## src/rtl/fast_slow_handshake_tx.sv

```systemverilog
// -----------------------------------------------------------------------------
// fast_slow_handshake_tx
//
// Source-side half of a toggle req/ack handshake. The block moves WIDTH-bit
// samples from the local (fast) clock domain to a slower consumer domain.
// A word is accepted via in_valid/in_ready and held stable on xfer_data. Each
// new word toggles xfer_req. The block then waits until the consumer's
// xfer_ack toggle, resynchronised through a SYNC_STAGES flop chain, matches
// xfer_req again.
//
// Ports
//   clk          in   1          local (fast) clock, rising edge
//   rst_n        in   1          synchronous reset, active low
//   in_data      in   WIDTH      sample to send
//   in_valid     in   1          in_data valid
//   in_ready     out  1          can accept (transfer on in_valid & in_ready)
//   xfer_data    out  WIDTH      held data towards the consumer (registered)
//   xfer_req     out  1          request toggle level (registered)
//   xfer_ack     in   1          ack toggle from the consumer (asynchronous)
//   busy         out  1          high while waiting for the ack
//   timeout_err  out  1          sticky: ack not seen within ACK_TIMEOUT cycles
//   proto_err    out  1          sticky: ack toggled while idle
//   xfer_count   out  CNT_WIDTH  completed transfers, wraps silently
//
// Parameters
//   WIDTH        sample width in bits
//   SYNC_STAGES  flops in the xfer_ack synchronizer (must be >= 2)
//   ACK_TIMEOUT  wait cycles before timeout_err is set; 0 disables the check
//   CNT_WIDTH    width of xfer_count
// -----------------------------------------------------------------------------
module fast_slow_handshake_tx #(
  parameter int unsigned WIDTH       = 12,
  parameter int unsigned SYNC_STAGES = 2,
  parameter int unsigned ACK_TIMEOUT = 0,
  parameter int unsigned CNT_WIDTH   = 16
) (
  input  logic                 clk,
  input  logic                 rst_n,
  input  logic [WIDTH-1:0]     in_data,
  input  logic                 in_valid,
  output logic                 in_ready,
  output logic [WIDTH-1:0]     xfer_data,
  output logic                 xfer_req,
  input  logic                 xfer_ack,
  output logic                 busy,
  output logic                 timeout_err,
  output logic                 proto_err,
  output logic [CNT_WIDTH-1:0] xfer_count
);

  // ---------------------------------------------------------------------------
  // Local constants
  // ---------------------------------------------------------------------------
  // The wait timer only has to count up to ACK_TIMEOUT and then sticks there.
  // With the timeout disabled a single constant-zero bit is kept so the
  // logic below needs no special case.
  localparam bit              TMO_EN  = (ACK_TIMEOUT > 0);
  localparam int unsigned     TMR_W   = TMO_EN ? $clog2(ACK_TIMEOUT + 1) : 1;
  localparam logic [TMR_W-1:0] TMR_MAX = TMR_W'(ACK_TIMEOUT);
  localparam logic [TMR_W-1:0] TMR_ONE = TMR_W'(1);
  localparam logic [CNT_WIDTH-1:0] CNT_ONE = CNT_WIDTH'(1);

  typedef enum logic {
    ST_IDLE     = 1'b0,
    ST_WAIT_ACK = 1'b1
  } state_e;

  // ---------------------------------------------------------------------------
  // State
  // ---------------------------------------------------------------------------
  state_e                 state_q,    state_d;
  logic                   in_ready_q, in_ready_d;
  logic [WIDTH-1:0]       data_q,     data_d;
  logic                   req_q,      req_d;
  logic [TMR_W-1:0]       timer_q,    timer_d;
  logic                   tmo_q,      tmo_d;
  logic                   proto_q,    proto_d;
  logic [CNT_WIDTH-1:0]   count_q,    count_d;
  logic [SYNC_STAGES-1:0] sync_q,     sync_d;

  logic ack_s;

  // ---------------------------------------------------------------------------
  // xfer_ack synchronizer
  // ---------------------------------------------------------------------------
  // Plain shift chain: stage 0 may go metastable, later stages give it a full
  // cycle each to resolve. ack_s is therefore SYNC_STAGES cycles behind the
  // pin. The chain needs at least two stages.
  assign sync_d = {sync_q[SYNC_STAGES-2:0], xfer_ack};
  assign ack_s  = sync_q[SYNC_STAGES-1];

  // ---------------------------------------------------------------------------
  // Next-state logic
  // ---------------------------------------------------------------------------
  always_comb begin
    // NOTE: every variable gets a hold value first so that no path through
    // the case leaves one unassigned, which would infer a latch.
    state_d    = state_q;
    in_ready_d = in_ready_q;
    data_d     = data_q;
    req_d      = req_q;
    timer_d    = timer_q;
    tmo_d      = tmo_q;
    proto_d    = proto_q;
    count_d    = count_q;

    case (state_q)
      ST_IDLE: begin
        // in_ready is registered. It comes up on the first edge after reset
        // and stays up while idle.
        in_ready_d = 1'b1;

        // While idle the ack level must equal the req level. A mismatch
        // means the consumer toggled without being asked. The error is only
        // flagged; a word is still accepted as normal.
        if (ack_s != req_q) begin
          proto_d = 1'b1;
        end

        if (in_valid && in_ready_q) begin
          data_d     = in_data;
          req_d      = ~req_q;
          in_ready_d = 1'b0;
          timer_d    = '0;
          state_d    = ST_WAIT_ACK;
        end
      end

      ST_WAIT_ACK: begin
        // Data and req stay frozen here. in_valid is not looked at, so an
        // ack and a new word arriving on the same edge cannot collide. The
        // word is taken on the following edge once in_ready is back.
        in_ready_d = 1'b0;

        if (ack_s == req_q) begin
          state_d    = ST_IDLE;
          in_ready_d = 1'b1;
          count_d    = count_q + CNT_ONE;
        end else begin
          if (timer_q != TMR_MAX) begin
            timer_d = timer_q + TMR_ONE;
          end
          // The timeout is only flagged; the request is never re-toggled
          // because that would desynchronise the receiver. A late ack
          // still completes the transfer.
          if (TMO_EN && (timer_d == TMR_MAX)) begin
            tmo_d = 1'b1;
          end
        end
      end

      default: begin
        state_d = ST_IDLE;
      end
    endcase
  end

  // ---------------------------------------------------------------------------
  // Registers
  // ---------------------------------------------------------------------------
  // NOTE: reset is synchronous and covers every flop, including the
  // synchronizer chain. A reset in mid-transfer therefore returns xfer_req to
  // 0, and the consumer must be reset in the same window.
  always_ff @(posedge clk) begin
    if (!rst_n) begin
      state_q    <= ST_IDLE;
      in_ready_q <= 1'b0;
      data_q     <= '0;
      req_q      <= 1'b0;
      timer_q    <= '0;
      tmo_q      <= 1'b0;
      proto_q    <= 1'b0;
      count_q    <= '0;
      sync_q     <= '0;
    end else begin
      // NOTE: non-blocking assignments let every flop sample the values from
      // before the edge, so the order of these lines does not matter.
      state_q    <= state_d;
      in_ready_q <= in_ready_d;
      data_q     <= data_d;
      req_q      <= req_d;
      timer_q    <= timer_d;
      tmo_q      <= tmo_d;
      proto_q    <= proto_d;
      count_q    <= count_d;
      sync_q     <= sync_d;
    end
  end

  // ---------------------------------------------------------------------------
  // Outputs
  // ---------------------------------------------------------------------------
  assign in_ready    = in_ready_q;
  assign xfer_data   = data_q;
  assign xfer_req    = req_q;
  assign busy        = (state_q == ST_WAIT_ACK);
  assign timeout_err = tmo_q;
  assign proto_err   = proto_q;
  assign xfer_count  = count_q;

endmodule

```

## config.mk

```make
export PLATFORM = sky130hd
export DESIGN_NAME = fast_slow_handshake_tx
export DESIGN_NICKNAME = d
export VERILOG_FILES = /design/src/rtl/fast_slow_handshake_tx.sv
export SDC_FILE = /design/constraint.sdc
export NUM_CORES = 1
export LEC_CHECK = 0
export BUFFER_PORTS_ARGS = -buffer_cell sky130_fd_sc_hd__buf_2
export CORE_ASPECT_RATIO = 0.6
export CORE_UTILIZATION = 25
export DETAILED_ROUTE_END_ITERATION = 10
export GPL_TIMING_DRIVEN = 0
export HOLD_SLACK_MARGIN = 0.05
export SETUP_SLACK_MARGIN = 0.05
export SLEW_MARGIN = 40
export SYNTH_ARGS = -nofsm -noshare
export SYNTH_HDL_FRONTEND = slang
export SYNTH_SLANG_ARGS = --single-unit
```

## constraint.sdc

```tcl
create_clock -name clk -period 2.6 [get_ports clk]
set_input_delay 0.52 -clock clk [delete_from_list [all_inputs] [get_ports clk]]
set_output_delay 0.52 -clock clk [all_outputs]
set_load 0.02 [all_outputs]
```

==> results.txt <==
By area the synthesized netlist is led by sky130_fd_sc_hd__dfxtp_1, sky130_fd_sc_hd__nand2_1, sky130_fd_sc_hd__a21oi_1. The first detailed-routing pass took 5 iterations. The CTS clock-pin slew for the worst setup and hold paths came out at 0.07 ns. The average via count per standard cell is 4.34. The insertion delay of the later-clocked pin in the worst-skew pair came out at 0.28 ns. For the final-report max-slew violation count, the log shows 0.

Once placement completed, the tool counted placed cells totaling 272. The logs give 0.550 GHz for the timing-limited maximum frequency and 11 for the largest net degree at the start of global routing. For this block, the routed nets add up to 3200 um of wire. The number of different library cells used by synthesis comes to 26. The clock buffer count from CTS was 5; the residual DRC count was 0. The run gives 0 as the number of cells upsized or downsized after cts. Counting flops and latches in the post-synthesis netlist gives 34. For this design the ratio of total power to cell area is 619 nW/um2.

Dividing the detail-routed wire length by the instance count gives 11.4 um. Total routing resource utilization after global routing: 0.118. The starting DRC count in detailed routing is 35, and the proportion of netlist area held by the largest area contributor is 0.500. At the pin with the least slew margin, the transition time is 0.506 ns. The share of cells above drive strength 1 works out to 0.285. The tools report the tightest slew margin relative to the limit as 0.663. The first global-routing pass estimated 5250 um of wire.

Static leakage: 0.766 nW. Routability-driven placement finished with a final weighted congestion of 0.732. The finished cells cover 1790 um2.

0 antenna diodes ended up in the layout. The run gives 552 as the fill cell total of the finished layout. Nature of the critical path startpoint: a register.

Detailed placement ended at an HPWL of 2370 um. For the final database, setup skew stands at 0.00462 ns. The flow ran to the end, and the final reports show no timing, DRC or antenna violations. From bottom edge to top edge, the die measures 59.2 um. CTS built an H-tree with a depth of 2. The number of global-route vias before repair was 1,137; the total setup buffers inserted after CTS was 0.

The category of the worst setup path capture point was a register. For the worst setup path, the data required time is 2.81 ns. The final worst-path cycle share came out at 0.699. Adding up every negative setup slack in the final design gives 0 ns. Setup violations remaining at the end of the flow were counted as 0. The logs give 176 for the synthesized netlist net count and 0 for the initial antenna violation count.

The die span in x came out at 97.3 um. Across the VDD grid, the largest voltage drop is 0.379 mV. The cell with the most instances after synthesis is sky130_fd_sc_hd__dfxtp_1. In this run the worst path has a maximum fanout of 10. Total clock sinks: 34. Total number of placement rows: 20.

The post-synthesis sequential area ratio came out at 0.500. After clock tree synthesis, the flow added hold-fix buffers numbering 0. Sorting the synthesized cells by how often they occur yields sky130_fd_sc_hd__dfxtp_1, sky130_fd_sc_hd__nand2_1, sky130_fd_sc_hd__a21oi_1.

Overall power consumption after layout is estimated at 1.11 mW. The area growth from synthesis to layout is 31.4%. 49 I/O pins were placed. The multi-input gate area in the final layout was 624 um2; the post-route antenna net violation count was 0.

The dominant synthesized flop cell is sky130_fd_sc_hd__dfxtp_1. The total overflow left after global routing is 0. Proportion of register bits with asynchronous set or reset after synthesis: 0. In this run the cell area of the synthesized design comes to 1360 um2. The die footprint is 5750 um2, and the area of the placeable core is 5150 um2. The tools report the count of placed standard cells in the final layout, fillers left out as 280.

The tool flagged a number of max-cap violations equal to 0. Via count: 1,216. In this run the clock root is driven by a sky130_fd_sc_hd__clkbuf_8.

Data on the critical path arrives at its endpoint at 2.03 ns. The final hold violation count came out at 0. The path type of the worst min-delay path is reg -> reg. Number of enable-type register cells in the synthesized netlist: 0. TritonCTS built the clock tree. The initial cell density of the core is 0.264, and the deepest clock path buffer count is 2. The number of port buffers is 47.

The area occupied by registers was 681 um2. The net count of the finished layout came out at 230. Post-synthesis cell type with the largest combined area: sky130_fd_sc_hd__dfxtp_1. Synthesis produced 159 cells. Averaged over all synthesized cells, the footprint is 8.56 um2. Setup repair after global routing left no endpoint under its margin.

The smallest clock period supported by the final layout is computed as 1.82 ns. The worst setup path category was reg -> reg. Once placement finished, the instance area stood at 1680 um2. For this run, the number of Yosys warnings is 0.
## final cells by class
| type | instances | share of cell area |
|---|---|---|
| tap | 66 | 0.0462 |
| multi-input combinational | 114 | 0.349 |
| buffer | 9 | 0.0273 |
| timing repair buffer | 47 | 0.131 |
| inverter | 2 | 0.00420 |
| clock buffer | 8 | 0.0615 |
| sequential | 34 | 0.380 |
## stage by stage
step	utilization	hold slack, ns	setup WS, ns
after detailed placement	0.326	0.418	0.807
final	0.347	0.433	0.783
after floorplan	-	0.412	0.821
after CTS	0.347	0.434	0.782
after global placement	0.326	0.420	0.809
after global routing	0.347	0.447	0.620
## placed cells by master, fill, tap and decap left out
cell / count
sky130_fd_sc_hd__and3_1: 2
sky130_fd_sc_hd__xnor2_1: 3
sky130_fd_sc_hd__clkbuf_8: 8
sky130_fd_sc_hd__nand2_1: 31
sky130_fd_sc_hd__o31ai_1: 6
sky130_fd_sc_hd__nor3b_1: 1
sky130_fd_sc_hd__clkbuf_1: 6
sky130_fd_sc_hd__or4_1: 6
sky130_fd_sc_hd__dfxtp_1: 34
sky130_fd_sc_hd__buf_6: 1
sky130_fd_sc_hd__nor3_1: 1
sky130_fd_sc_hd__o21ai_0: 1
sky130_fd_sc_hd__and4_1: 2
sky130_fd_sc_hd__xor2_1: 7
sky130_fd_sc_hd__a21oi_1: 21
sky130_fd_sc_hd__inv_1: 2
sky130_fd_sc_hd__buf_2: 47
sky130_fd_sc_hd__or3_2: 1
sky130_fd_sc_hd__nor2_1: 14
sky130_fd_sc_hd__xnor2_2: 1
sky130_fd_sc_hd__and2_1: 3
sky130_fd_sc_hd__or2_1: 1
sky130_fd_sc_hd__nand3_1: 7
sky130_fd_sc_hd__ha_1: 1
sky130_fd_sc_hd__buf_4: 2
sky130_fd_sc_hd__conb_1: 1
sky130_fd_sc_hd__nand4_1: 3
sky130_fd_sc_hd__or2_2: 1
## per-layer routing
| layer | global-route usage | wire length (um) | up-vias |
|---|---|---|---|
| li1 | - | - | 645 |
| met1 | 0.157 | 1660 | 522 |
| met2 | 0.166 | 1200 | 47 |
| met3 | 0.0625 | 317 | 2 |
| met4 | 0.0315 | 21 | 0 |
| met5 | 0 | 0 | - |
## critical path, stage by stage (launching register included)
cell                       delay (ns)
sky130_fd_sc_hd__dfxtp_1         0.43
sky130_fd_sc_hd__and4_1          0.26
sky130_fd_sc_hd__nand3_1         0.17
sky130_fd_sc_hd__clkbuf_1        0.25
sky130_fd_sc_hd__or4_1           0.50
sky130_fd_sc_hd__a21oi_1         0.14
## flip-flops by register name (all words and copies together) (netlist names)
signal / flops
xfer_count: 16
xfer_data: 12
sync_q: 2
busy: 1
in_ready: 1
proto_err: 1
xfer_req: 1
## worst paths after layout
check | cells after the start | slack [ns] | endpoint | startpoint
max | 5 | 0.78 | xfer_count[15] | xfer_count[3]
min | 1 | 0.43 | sync_q[1] | sync_q[0]
max reg2reg | 5 | 0.78 | xfer_count[15] | xfer_count[3]
min reg2reg | 1 | 0.43 | sync_q[1] | sync_q[0]
## power breakdown
group / switching (mW) / internal, mW
logic: 0.0675 / 0.0384
registers: 0.0105 / 0.538
clock network: 0.186 / 0.267
## cell families (layout without fill, tap and decap cells)
kind of cell | Yosys count | in the layout | share of synthesized area
AND/OR/NAND/NOR | 73 | 73 | 0.256
AO/OA/AOI/OAI | 28 | 28 | 0.114
flip-flops | 34 | 34 | 0.500
other | 1 | 1 | 0.00275
buffers and inverters | 11 | 66 | 0.0414
XOR/XNOR | 11 | 11 | 0.0763
adder cells (fa/ha/maj) | 1 | 1 | 0.00919
(Power assumes the default switching activity.)
